`src/rtl/pulse_period_meter_pkg.sv`:
```
// Shared constants and helpers for the pulse period meter and its siblings.
// Cycle constants are expressed in CLOCK_50 cycles.
package pulse_period_meter_pkg;

  localparam int CLK_HZ   = 50_000_000;
  localparam int CYC_1MS  = CLK_HZ / 1000;
  localparam int CYC_10MS = CLK_HZ / 100;

  typedef enum logic {
    IDLE    = 1'b0,
    MEASURE = 1'b1
  } state_t;

  // Bits needed to hold the value v itself, so a power of two still fits.
  function automatic int clogb2(input int v);
    int n;
    n = 0;
    for (int r = v; r > 0; r = r >> 1) begin
      n++;
    end
    return (n < 1) ? 1 : n;
  endfunction

endpackage

```
`src/rtl/sync_rise_detect.sv`:
```
// Two-flop synchroniser followed by a registered rising-edge detector.
// Output is a one-cycle pulse with a fixed latency from the async input.
module sync_rise_detect (
  input  logic CLOCK_50,
  input  logic aclr,
  input  logic async_in,
  output logic rise
);

  logic sync1;
  logic sync2;
  logic prev;

  always_ff @(posedge CLOCK_50 or negedge aclr) begin
    if (!aclr) begin
      sync1 <= 1'b0;
      sync2 <= 1'b0;
      prev  <= 1'b0;
      rise  <= 1'b0;
    end else begin
      sync1 <= async_in;
      sync2 <= sync1;
      prev  <= sync2;
      rise  <= sync2 & ~prev;
    end
  end

endmodule

```
`src/rtl/pulse_period_meter.sv`:
```
// Measures CLOCK_50 cycles between consecutive rising edges of an async input,
// strobing each result and flagging a missing or too-slow input with timeout.
module pulse_period_meter
  import pulse_period_meter_pkg::*;
#(
  parameter  int MAX_CYCLES = 1_000_000,
  localparam int W          = clogb2(MAX_CYCLES)
) (
  input  logic         CLOCK_50,
  input  logic         aclr,
  input  logic         enable,
  input  logic         sig_in,
  output logic [W-1:0] period,
  output logic         valid,
  output logic         timeout,
  output logic         locked
);

  localparam logic [W-1:0] MAX_VAL = W'(MAX_CYCLES);
  localparam logic [W-1:0] ONE     = W'(1);

  logic         rise;
  state_t       state;
  state_t       state_nx;
  logic [W-1:0] cnt;
  logic [W-1:0] cnt_nx;
  logic [W-1:0] period_nx;
  logic         valid_nx;
  logic         timeout_nx;
  logic         locked_nx;

  function automatic logic [W-1:0] sat_inc(input logic [W-1:0] c);
    return (c >= MAX_VAL) ? MAX_VAL : c + ONE;
  endfunction

  sync_rise_detect u_sync (
    .CLOCK_50 (CLOCK_50),
    .aclr     (aclr),
    .async_in (sig_in),
    .rise     (rise)
  );

  // A rise landing on cnt==MAX_VAL is still a measurement; timeout only
  // fires when that cycle passes without an edge.
  always_comb begin
    state_nx   = state;
    cnt_nx     = cnt;
    period_nx  = period;
    valid_nx   = 1'b0;
    timeout_nx = timeout;
    locked_nx  = locked;
    if (!enable) begin
      state_nx  = IDLE;
      cnt_nx    = '0;
      locked_nx = 1'b0;
    end else begin
      case (state)
        IDLE: begin
          cnt_nx = '0;
          if (rise) begin
            state_nx = MEASURE;
            cnt_nx   = ONE;
          end
        end
        MEASURE: begin
          if (rise) begin
            period_nx  = cnt;
            valid_nx   = 1'b1;
            locked_nx  = 1'b1;
            timeout_nx = 1'b0;
            cnt_nx     = ONE;
          end else if (cnt == MAX_VAL) begin
            timeout_nx = 1'b1;
            locked_nx  = 1'b0;
            cnt_nx     = '0;
            state_nx   = IDLE;
          end else begin
            cnt_nx = sat_inc(cnt);
          end
        end
      endcase
    end
  end

  always_ff @(posedge CLOCK_50 or negedge aclr) begin
    if (!aclr) begin
      state   <= IDLE;
      cnt     <= '0;
      period  <= '0;
      valid   <= 1'b0;
      timeout <= 1'b0;
      locked  <= 1'b0;
    end else begin
      state   <= state_nx;
      cnt     <= cnt_nx;
      period  <= period_nx;
      valid   <= valid_nx;
      timeout <= timeout_nx;
      locked  <= locked_nx;
    end
  end

endmodule

```
`config.mk`:
```
export PLATFORM = sky130hd
export DESIGN_NAME = pulse_period_meter
export DESIGN_NICKNAME = d
export VERILOG_FILES = /design/src/rtl/pulse_period_meter_pkg.sv /design/src/rtl/sync_rise_detect.sv /design/src/rtl/pulse_period_meter.sv
export SDC_FILE = /design/constraint.sdc
export NUM_CORES = 1
export LEC_CHECK = 0
export ABC_CLOCK_PERIOD_IN_PS = 4300
export BUFFER_PORTS_ARGS = -buffer_cell sky130_fd_sc_hd__buf_4
export CORE_ASPECT_RATIO = 1.25
export CORE_MARGIN = 2
export CORE_UTILIZATION = 55
export DETAILED_ROUTE_END_ITERATION = 8
export PLACE_DENSITY = 0.76
export SETUP_SLACK_MARGIN = 0.1
export SLEW_MARGIN = 15
export SYNTH_ARGS = -nofsm -noshare
export SYNTH_HDL_FRONTEND = slang
export SYNTH_SLANG_ARGS = --single-unit
```
`constraint.sdc`:
```
create_clock -name CLOCK_50 -period 4.3 [get_ports CLOCK_50]
set_input_delay 0.86 -clock CLOCK_50 [delete_from_list [all_inputs] [get_ports CLOCK_50]]
set_output_delay 0.86 -clock CLOCK_50 [all_outputs]
set_load 0.05 [all_outputs]
```
======== Word-level counts from Yosys, hierarchy flattened ========
Index checks and enable logic that the tools add are counted.
W data, S select, Z words.
word-level totals
  register bits ........................... 48
  input port bits ......................... 4
  output and inout port bits .............. 23
  word-level logic and storage cells ...... 41
operators by class
  $add $sub $neg .......................... 1
  order comparisons ....................... 1
  equality and inequality tests ........... 3
  muxes and demuxes ....................... 19
  bitwise gates (word level) .............. 3
  reduce and logical (&&, ||, !) cells .... 4
operators by type and width
  kind                     count
  $mux W20                 4
  $pmux W20 S2             1
  $add A20 B1 Y20 const B  1
  $eq A20 B20 Y1 const B   1
  $ge A20 B20 Y1 const B   1
  $mux W1                  13
  $reduce_and A3 Y1        2
  $ne A3 B1 Y1 const B     1
  $ne A2 B1 Y1 const B     1
  $not A1 Y1               2
  $pmux W1 S2              1
  $reduce_and A2 Y1        1
  $reduce_bool A2 Y1       1
  $and A1 B1 Y1            1

======== Longest topological paths before layout ========
Gate-level depths: netlist (run 1).
  depth after elaboration ................. 6
  gate-level depth with buffers ........... 6
  gate-level depth less buffers ........... 5

======== Hierarchy ========
Synthesis (run 1) repeated with hierarchy kept, for this count alone.
unflattened totals
  cell total of the unflattened synthesis .. 189
  area total of the unflattened synthesis .. 2164.6 sq um
modules (own cells, without submodules)
  module              times used  cells each  area an instance (sq um)  sequential area each (sq um)
  pulse_period_meter  1           184         2050.7                    1101.1
  sync_rise_detect    1           5           113.9                     100.1

======== Worst setup path before layout (run 1) ========
Ideal clock, no wire load.
  path kind ............................... input to register
  from .................................... input enable
  to ...................................... register period[12]
  setup time .............................. 0.125 ns
  arrival ................................. 1.805 ns
  required time ........................... 4.175 ns
  setup slack ............................. 2.370 ns
  stages on the path ...................... 3
  buffers on the path ..................... 1
  cells stage by stage .................... nand3_1 -> clkbuf_1 -> mux2_2
between the ends
  longest elaborated chain between the ends .. 1
RTL lines
  element                             line                      RTL
  start: declaration                  pulse_period_meter.sv:11  input logic enable,
  $reduce_and A3 Y1 (no source line)  --
  end signal: assignment              pulse_period_meter.sv:96  period <= period_nx;
  end: declaration                    pulse_period_meter.sv:13  output logic [W-1:0] period,
Every way passes these cells.
A chain may end at the register's enable or synchronous reset.

======== Final worst setup path (run 1) ========
  from .................................... register cnt[12]
  to ...................................... register cnt[1]
between the ends
  longest elaborated chain between the ends .. 6
  elaborated cells on any way between the ends .. 7
  those cells by class .................... order compare (1); eq/ne (1); mux (5)
RTL lines
  element                   line                      RTL
  start: declaration        pulse_period_meter.sv:25  logic [W-1:0] cnt;
  start signal: assignment  pulse_period_meter.sv:95  cnt <= cnt_nx;
  $ge A20 B20 Y1            pulse_period_meter.sv:33  return (c >= MAX_VAL) ? MAX_VAL : c + ONE;
  $mux W20                  pulse_period_meter.sv:33
  $mux W20 *                pulse_period_meter.sv:72  end else if (cnt == MAX_VAL) begin
  $mux W20 *                pulse_period_meter.sv:66  if (rise) begin
  $pmux W20 S2 *            pulse_period_meter.sv:57  case (state)
  $mux W20 *                pulse_period_meter.sv:52  if (!enable) begin
  named net cnt_nx[1]       pulse_period_meter.sv:26  logic [W-1:0] cnt_nx;
Mark *: on every way through the listed nets, which the timed path passes. The rest lies on a longest branch.

==> impl_metrics.tcl, run 1 <==
set metrics [dict create \
    tritoncts "yes" \
    syn_area_per_cell_sq_um 11.5 \
    clock_latency_ns 0.30 \
    crit_fanout 13 \
    async_flop_share_pct 100 \
    dp_slack_ns 1.85 \
    ir_drop_uv 206 \
    seq_area_frac_synth_pct 54.5 \
    startpoint_type "flip-flop" \
    globalRouteTotalUtil_pct 21.5 \
    ys.flop_type "dfrtp_1" \
    hold_viol 0 \
    netlist_area_sq_um 2200 \
    status "completed" \
    clock.fmax_ghz 0.465 \
    firstDrtPassIters 4 \
    grt_pass1_vias 1576 \
    dp.cells 262 \
    hpwl_mm 2.95 \
    skew_ns 0.00403 \
    layoutNonFillerInstCount 269 \
    synth_edf_count 0 \
    ctsRootBufferMaster "clkbuf_8" \
    crit_family "compound AO/OA/AOI/OAI gates" \
    routed-via-count 1564 \
    tns_ns 0 \
    die_y_um 74.8 \
    cts_buffer_depth 2 \
    overflow 0 \
    r2r_setup_slack_ns 2.15 \
    num_rows 25 \
    ant_nets 0 \
    drc 0 \
    dieArea_sq_um 4530 \
    finalCritPeriodShare_pct 50.0 \
    synth.distinct_cells 39 \
    arrival_ns 2.29 \
    via_per_inst 5.81 \
    wire_per_inst_um 15.7 \
    relSlewSlack_pct 27.6 \
    setup_viol 0 \
    power_switching_share_pct 23.0 \
    routed_wl_mm 4.22 \
    numPortBuffers 26 \
    syn-num-nets 197 \
    postSynthCellCount 191 \
    cts_resized 0 \
    drtIter0Drc 70 \
    postCtsHoldBufs 0 \
    p_leak_nw 1.12 \
    mostFrequentLayoutCells "dfrtp_1, buf_4, nor3_1, mux2_2, nand2_1" \
    critical_path.max_stage_delay_ns 0.84 \
    worstSetupEndpointType "flip-flop" \
    grt_pass1_wl_mm 7.25 \
    grt_setup_unrepaired "no" \
    area_delta_synth_final_pct 12.7 \
    critPathBufInv 0 \
    diodes 0 \
    combPwrFrac_pct 5.3 \
    cp_cell_sequence "nor4b_4 -> o211ai_2 -> a21oi_1 -> nor3b_1" \
    post_cts_buffers 0 \
    drv_cap 0 \
    setup_slack_ns 2.15 \
    powerDensity_nw_per_um2 303 \
    yosysWarnings 0 \
    path_class "reg2reg" \
    clockPowerShare_pct 33.2 \
    tightestPinTransition_ns 1.08 \
    clock_sinks 48 \
    grt_start_max_net_pins 49 \
    pin_count 27 \
    period_minus_slack_ns 2.15 \
    cp_slowest_cell "a21oi_1" \
    final_common_cell "dfrtp_1" \
    cp.required_ns 4.44 \
    core_area_sq_um 3820 \
    drv_slew 0 \
    cts_buffers 5 \
    ys_ff_latch 48 \
    seqPwrFrac_pct 61.5 \
    power.total_uw 752 \
    p_sw_uw 173 \
    place_congestion 0.863 \
    worstHoldPathType "reg2reg" \
    clk_pin_slew_ns 0.08 \
    final_nets 221 \
    htreeDepth 2 \
    start_util_pct 57.8 \
    die_w_um 60.6 \
    antenna_found_initial 0 \
    drive_gt1_share_pct 24.7 \
    p_int_uw 579 \
]
[cell usage after synthesis, types with 4 or more instances]
cell type / instances / area share, %
dfrtp_1: 48 / 54
mux2_2: 15 / 7.7
nor3_1: 15 / 3.4
nand2_1: 12 / 2.0
nand3_1: 9 / 2.0
nand4_1: 9 / 2.6
xnor2_1: 9 / 3.6
o21ai_0: 8 / 1.8
a21oi_1: 6 / 1.4
inv_1: 6 / 1.0
nor2_1: 6 / 1.0
xor2_1: 5 / 2.0
or3_1: 4 / 1.1
[per-stage QoR]
step                utilization [%]  cell area (sq um)  hold slack, ns
global route                   65.1               2480           0.374
global placement               63.0               2410           0.333
detailed placement             63.0               2410           0.344
finish                         65.1               2480           0.359
CTS                            65.1               2480           0.362
floorplan                         -               2200           0.331
[power groups by stage]
| stage | clock [mW] | combinational, mW | sequential (mW) |
|---|---|---|---|
| final | 0.250 | 0.0399 | 0.462 |
| after global routing | 0.271 | 0.0441 | 0.463 |
| after CTS | 0.253 | 0.0409 | 0.462 |
| after detailed placement | 0 | 0.0410 | 0.472 |
| after global placement | 0 | 0.0389 | 0.471 |
| after floorplan | 0 | 0.0113 | 0.481 |
[routing by layer]
| metal | wire (um) | part of all wire, % | vias to the layer above | GRT usage (%) |
|---|---|---|---|---|
| li1 | - | - | 731 | - |
| met1 | 1770 | 42 | 794 | 26.8 |
| met2 | 2230 | 53 | 32 | 36.9 |
| met3 | 150 | 3.6 | 7 | 3.09 |
| met4 | 71 | 1.7 | 0 | 9.18 |
| met5 | 0 | 0 | - | 0 |
[registers in the layout, summed over array words and instances, names as in the netlist]
signal        count
cnt              20
period           20
locked            1
state             1
timeout           1
u_sync.prev       1
u_sync.rise       1
u_sync.sync1      1
u_sync.sync2      1
valid             1
[worst paths after layout]
| check | from | to | depth (start not counted) |
|---|---|---|---|
| max | cnt[12]$_DFF_PN0_ | cnt[1]$_DFF_PN0_ | 4 |
| min reg2reg | u_sync.sync1$_DFF_PN0_ | u_sync.sync2$_DFF_PN0_ | 0 |
| min | u_sync.sync1$_DFF_PN0_ | u_sync.sync2$_DFF_PN0_ | 0 |
| max reg2reg | cnt[12]$_DFF_PN0_ | cnt[1]$_DFF_PN0_ | 4 |
| max in group asynchronous | aclr | period[12]$_DFFE_PN0P_ | 1 |
| min in group asynchronous | aclr | u_sync.prev$_DFF_PN0_ | 1 |
[cell families (layout without fill, tap and decap cells)]
group	count (synthesis)	after routing	synth area share, %
fa+ha+maj	2	2	1.13
flops	48	48	54.5
compound gates	25	25	7.49
simple gates	70	70	19.0
xor+xnor	14	14	5.56
buf+inv	15	39	3.80
mux	17	17	8.57
[final cells by class]
| type | instances | area, sq um |
|---|---|---|
| fillers | 321 | 1330 |
| flip-flops and latches | 48 | 1200 |
| multi-input cells | 128 | 920 |
| repair buffers | 26 | 195 |
| clock buffers | 6 | 72.6 |
| well taps | 54 | 67.6 |
| inverters | 6 | 22.5 |
| clock inverters | 1 | 5.00 |
Note: power is estimated with default switching activity, not from simulation.
==> inputs of run 2 (changes only) <==
--- a/config.mk
+++ b/config.mk
@@ -5,7 +5,8 @@
 export SDC_FILE = /design/constraint.sdc
 export NUM_CORES = 1
 export LEC_CHECK = 0
-export ABC_CLOCK_PERIOD_IN_PS = 4300
+export ABC_AREA = 1
+export ABC_CLOCK_PERIOD_IN_PS = 2000
 export BUFFER_PORTS_ARGS = -buffer_cell sky130_fd_sc_hd__buf_4
 export CORE_ASPECT_RATIO = 1.25
 export CORE_MARGIN = 2
==> constraint.sdc (replaced) <==
create_clock -name CLOCK_50 -period 2 [get_ports CLOCK_50]
set_input_delay 0.4 -clock CLOCK_50 [delete_from_list [all_inputs] [get_ports CLOCK_50]]
set_output_delay 0.4 -clock CLOCK_50 [all_outputs]
set_load 0.05 [all_outputs]
==> run 2 against run 1 <==
Compared with the run above: fmax increased by 43%; first-iteration DRC count up 10%; global-route usage increased by 0.71 points; count of clock-buffer cells in the layout unchanged; area after synthesis grew 4.7%; core utilization is 0.28 points lower; synthesized cell count up 41%; critical path depth up 4; register-to-register slack worse by 1.7 ns; total power rose by 120%; non-clock buffer count unchanged; critical path type unchanged; largest power group unchanged.
==> impl_metrics.tcl, run 2 <==
set metrics [dict create \
    hold_viol 0 \
    clock.fmax_ghz 0.665 \
    powerDensity_nw_per_um2 642 \
    synth-simple-area-share_pct 31.3 \
    synth.area.mux_share_pct 0 \
    yosysWarnings 0 \
    tns_ns 0 \
    yosysTopAreaCellShare_pct 52.1 \
    cts_buffers 5 \
    clk_pin_slew_ns 0.08 \
    ys_ff_latch 48 \
    numPortBuffers 26 \
    period_minus_slack_ns 1.50 \
    ant_nets 0 \
    ys_top_cells_by_count "nand2_1, dfrtp_1, nor2_1, inv_1, nor2_2" \
    syn_area_per_cell_sq_um 8.55 \
    dieArea_sq_um 4730 \
    async_flop_share_pct 100 \
    firstDrtPassIters 4 \
    path_class "reg2reg" \
    cpMostUsedCell "nor2_1" \
    pin_count 27 \
    via_per_inst 4.94 \
    final_nets 305 \
    cp_slowest_cell "dfrtp_1" \
    overflow 0 \
    core_area_sq_um 4070 \
    seq_area_frac_synth_pct 52.1 \
    tritoncts "yes" \
    layoutNonFillerInstCount 356 \
    cp_cell_sequence "ha_1 -> nand3_1 -> nor2_1 -> nand3_1 -> nand2_1 -> nand2_1 -> nor2_1 -> nor2_1" \
    routed_wl_mm 4.53 \
    crit_family "simple AND/OR/NAND/NOR gates" \
    startpoint_type "flip-flop" \
    wire_per_inst_um 12.7 \
    setup_viol 0 \
    power.total_mw 1.69 \
    drv_cap 0 \
    yosys.area_share.adder_pct 1.08 \
    cts_resized 0 \
    finalCritPeriodShare_pct 75.2 \
    rr_endpoint "cnt[14]$_DFF_PN0_" \
    grt_pass1_vias 1703 \
    synth_area_leaders "dfrtp_1, nand2_1, nor2_1" \
    cp.required_ns 2.19 \
    place_congestion 0.892 \
    r2r_setup_slack_ns 0.50 \
    routed-via-count 1757 \
    globalRouteTotalUtil_pct 22.2 \
    area_delta_synth_final_pct 14.2 \
    crit_fanout 3 \
    status "completed" \
    final_common_cell "nand2_1" \
    critical_path.max_stage_delay_ns 0.40 \
    diodes 0 \
    drc 0 \
    ir_drop_uv 504 \
    start_util_pct 56.7 \
    tightestPinTransition_ns 0.584 \
    worstHoldPathType "in2async" \
    synth_compound_area_share_pct 5.91 \
    syn-num-nets 276 \
    clock_latency_ns 0.30 \
    dp.cells 348 \
    fillCellCount 381 \
    dp_slack_ns 0.486 \
    synth.distinct_cells 26 \
    hpwl_mm 3.28 \
    yosysMostFrequentCell "nand2_1" \
    worstSetupEndpointType "flip-flop" \
    die_y_um 76.4 \
    num_rows 26 \
    drive_gt1_share_pct 23.3 \
    arrival_ns 1.69 \
    antenna_found_initial 0 \
    relSlewSlack_pct 61.1 \
    critPathBufInv 0 \
    p_leak_nw 1.25 \
    drtIter0Drc 77 \
    mostFrequentLayoutCells "nand2_1, dfrtp_1, nor2_1" \
    synth_edf_count 0 \
    cts_buffer_depth 2 \
    synth_xor_area_share_pct 3.42 \
    biggestRegsByFlops "cnt: 20 flops, period: 20 flops" \
    postCtsHoldBufs 0 \
    setup_slack_ns 0.496 \
    grt_start_max_net_pins 49 \
    postSynthCellCount 270 \
    clock_sinks 48 \
    drv_slew 0 \
    rr_startpoint "cnt[1]$_DFF_PN0_" \
    die_w_um 61.9 \
    grt_pass1_wl_mm 7.64 \
    netlist_area_sq_um 2310 \
    yosysTopAreaCell "dfrtp_1" \
    htreeDepth 2 \
    synth_top_family_by_area "simple AND/OR/NAND/NOR gates" \
    ctsRootBufferMaster "clkbuf_8" \
    reg2reg_depth 8 \
    skew_ns 0.00670 \
    post_cts_buffers 0 \
    grt_setup_unrepaired "no" \
    ys.flop_type "dfrtp_1" \
]
[run 2: logic make-up after synthesis]
| logic type | count (synthesis) |
|---|---|
| compound gates | 26 |
| simple gates | 151 |
| buf+inv | 34 |
| fa+ha+maj | 2 |
| flops | 48 |
| xor+xnor | 9 |
[run 2: cell type report]
class                      count  area [sq um]  area share [%]
multi-input combinational    188           963            36.6
sequential                    48          1200            45.6
inverter                      30           113            4.27
tap                           56          70.1            2.66
clock buffer                   6          82.6            3.13
clock inverter                 2          10.0           0.380
timing repair buffer          26           195            7.41
[run 2: layer usage]
metal  wire [um]  part of all wire (%)  vias to the layer above  track usage (%)
met5           0                     0                        -                0
met4         144                   3.2                        0             12.1
met3         118                   2.6                       11             5.09
met2        2360                    52                       23             34.8
met1        1910                    42                      828             27.2
li1            -                     -                      895                -
[run 2: worst max path at each step]
| stage | start | to | depth (start not counted) |
|---|---|---|---|
| finish | cnt[1]$_DFF_PN0_ | cnt[14]$_DFF_PN0_ | 8 |
| global route | cnt[1]$_DFF_PN0_ | cnt[14]$_DFF_PN0_ | 8 |
| CTS | cnt[1]$_DFF_PN0_ | cnt[14]$_DFF_PN0_ | 8 |
| detailed placement | enable | period[7]$_DFFE_PN0P_ | 6 |
| global placement | enable | period[8]$_DFFE_PN0P_ | 6 |
| floorplan | cnt[1]$_DFF_PN0_ | cnt[12]$_DFF_PN0_ | 8 |
[run 2: stage by stage]
stage	area (sq um)	utilization [%]	hold WS (ns)
floorplan	2310	-	0.104
global placement	2540	62.5	0.333
detailed placement	2540	62.5	0.337
CTS	2640	64.8	0.114
global route	2640	64.8	0.134
finish	2640	64.8	0.0891
[run 2: where the power goes]
| group | leakage [nW] | internal, mW | switching, mW | total [mW] |
|---|---|---|---|---|
| Clock | 0.0510 | 0.276 | 0.312 | 0.588 |
| Combinational | 0.535 | 0.0272 | 0.0817 | 0.109 |
| Sequential | 0.659 | 0.986 | 0.00869 | 0.994 |
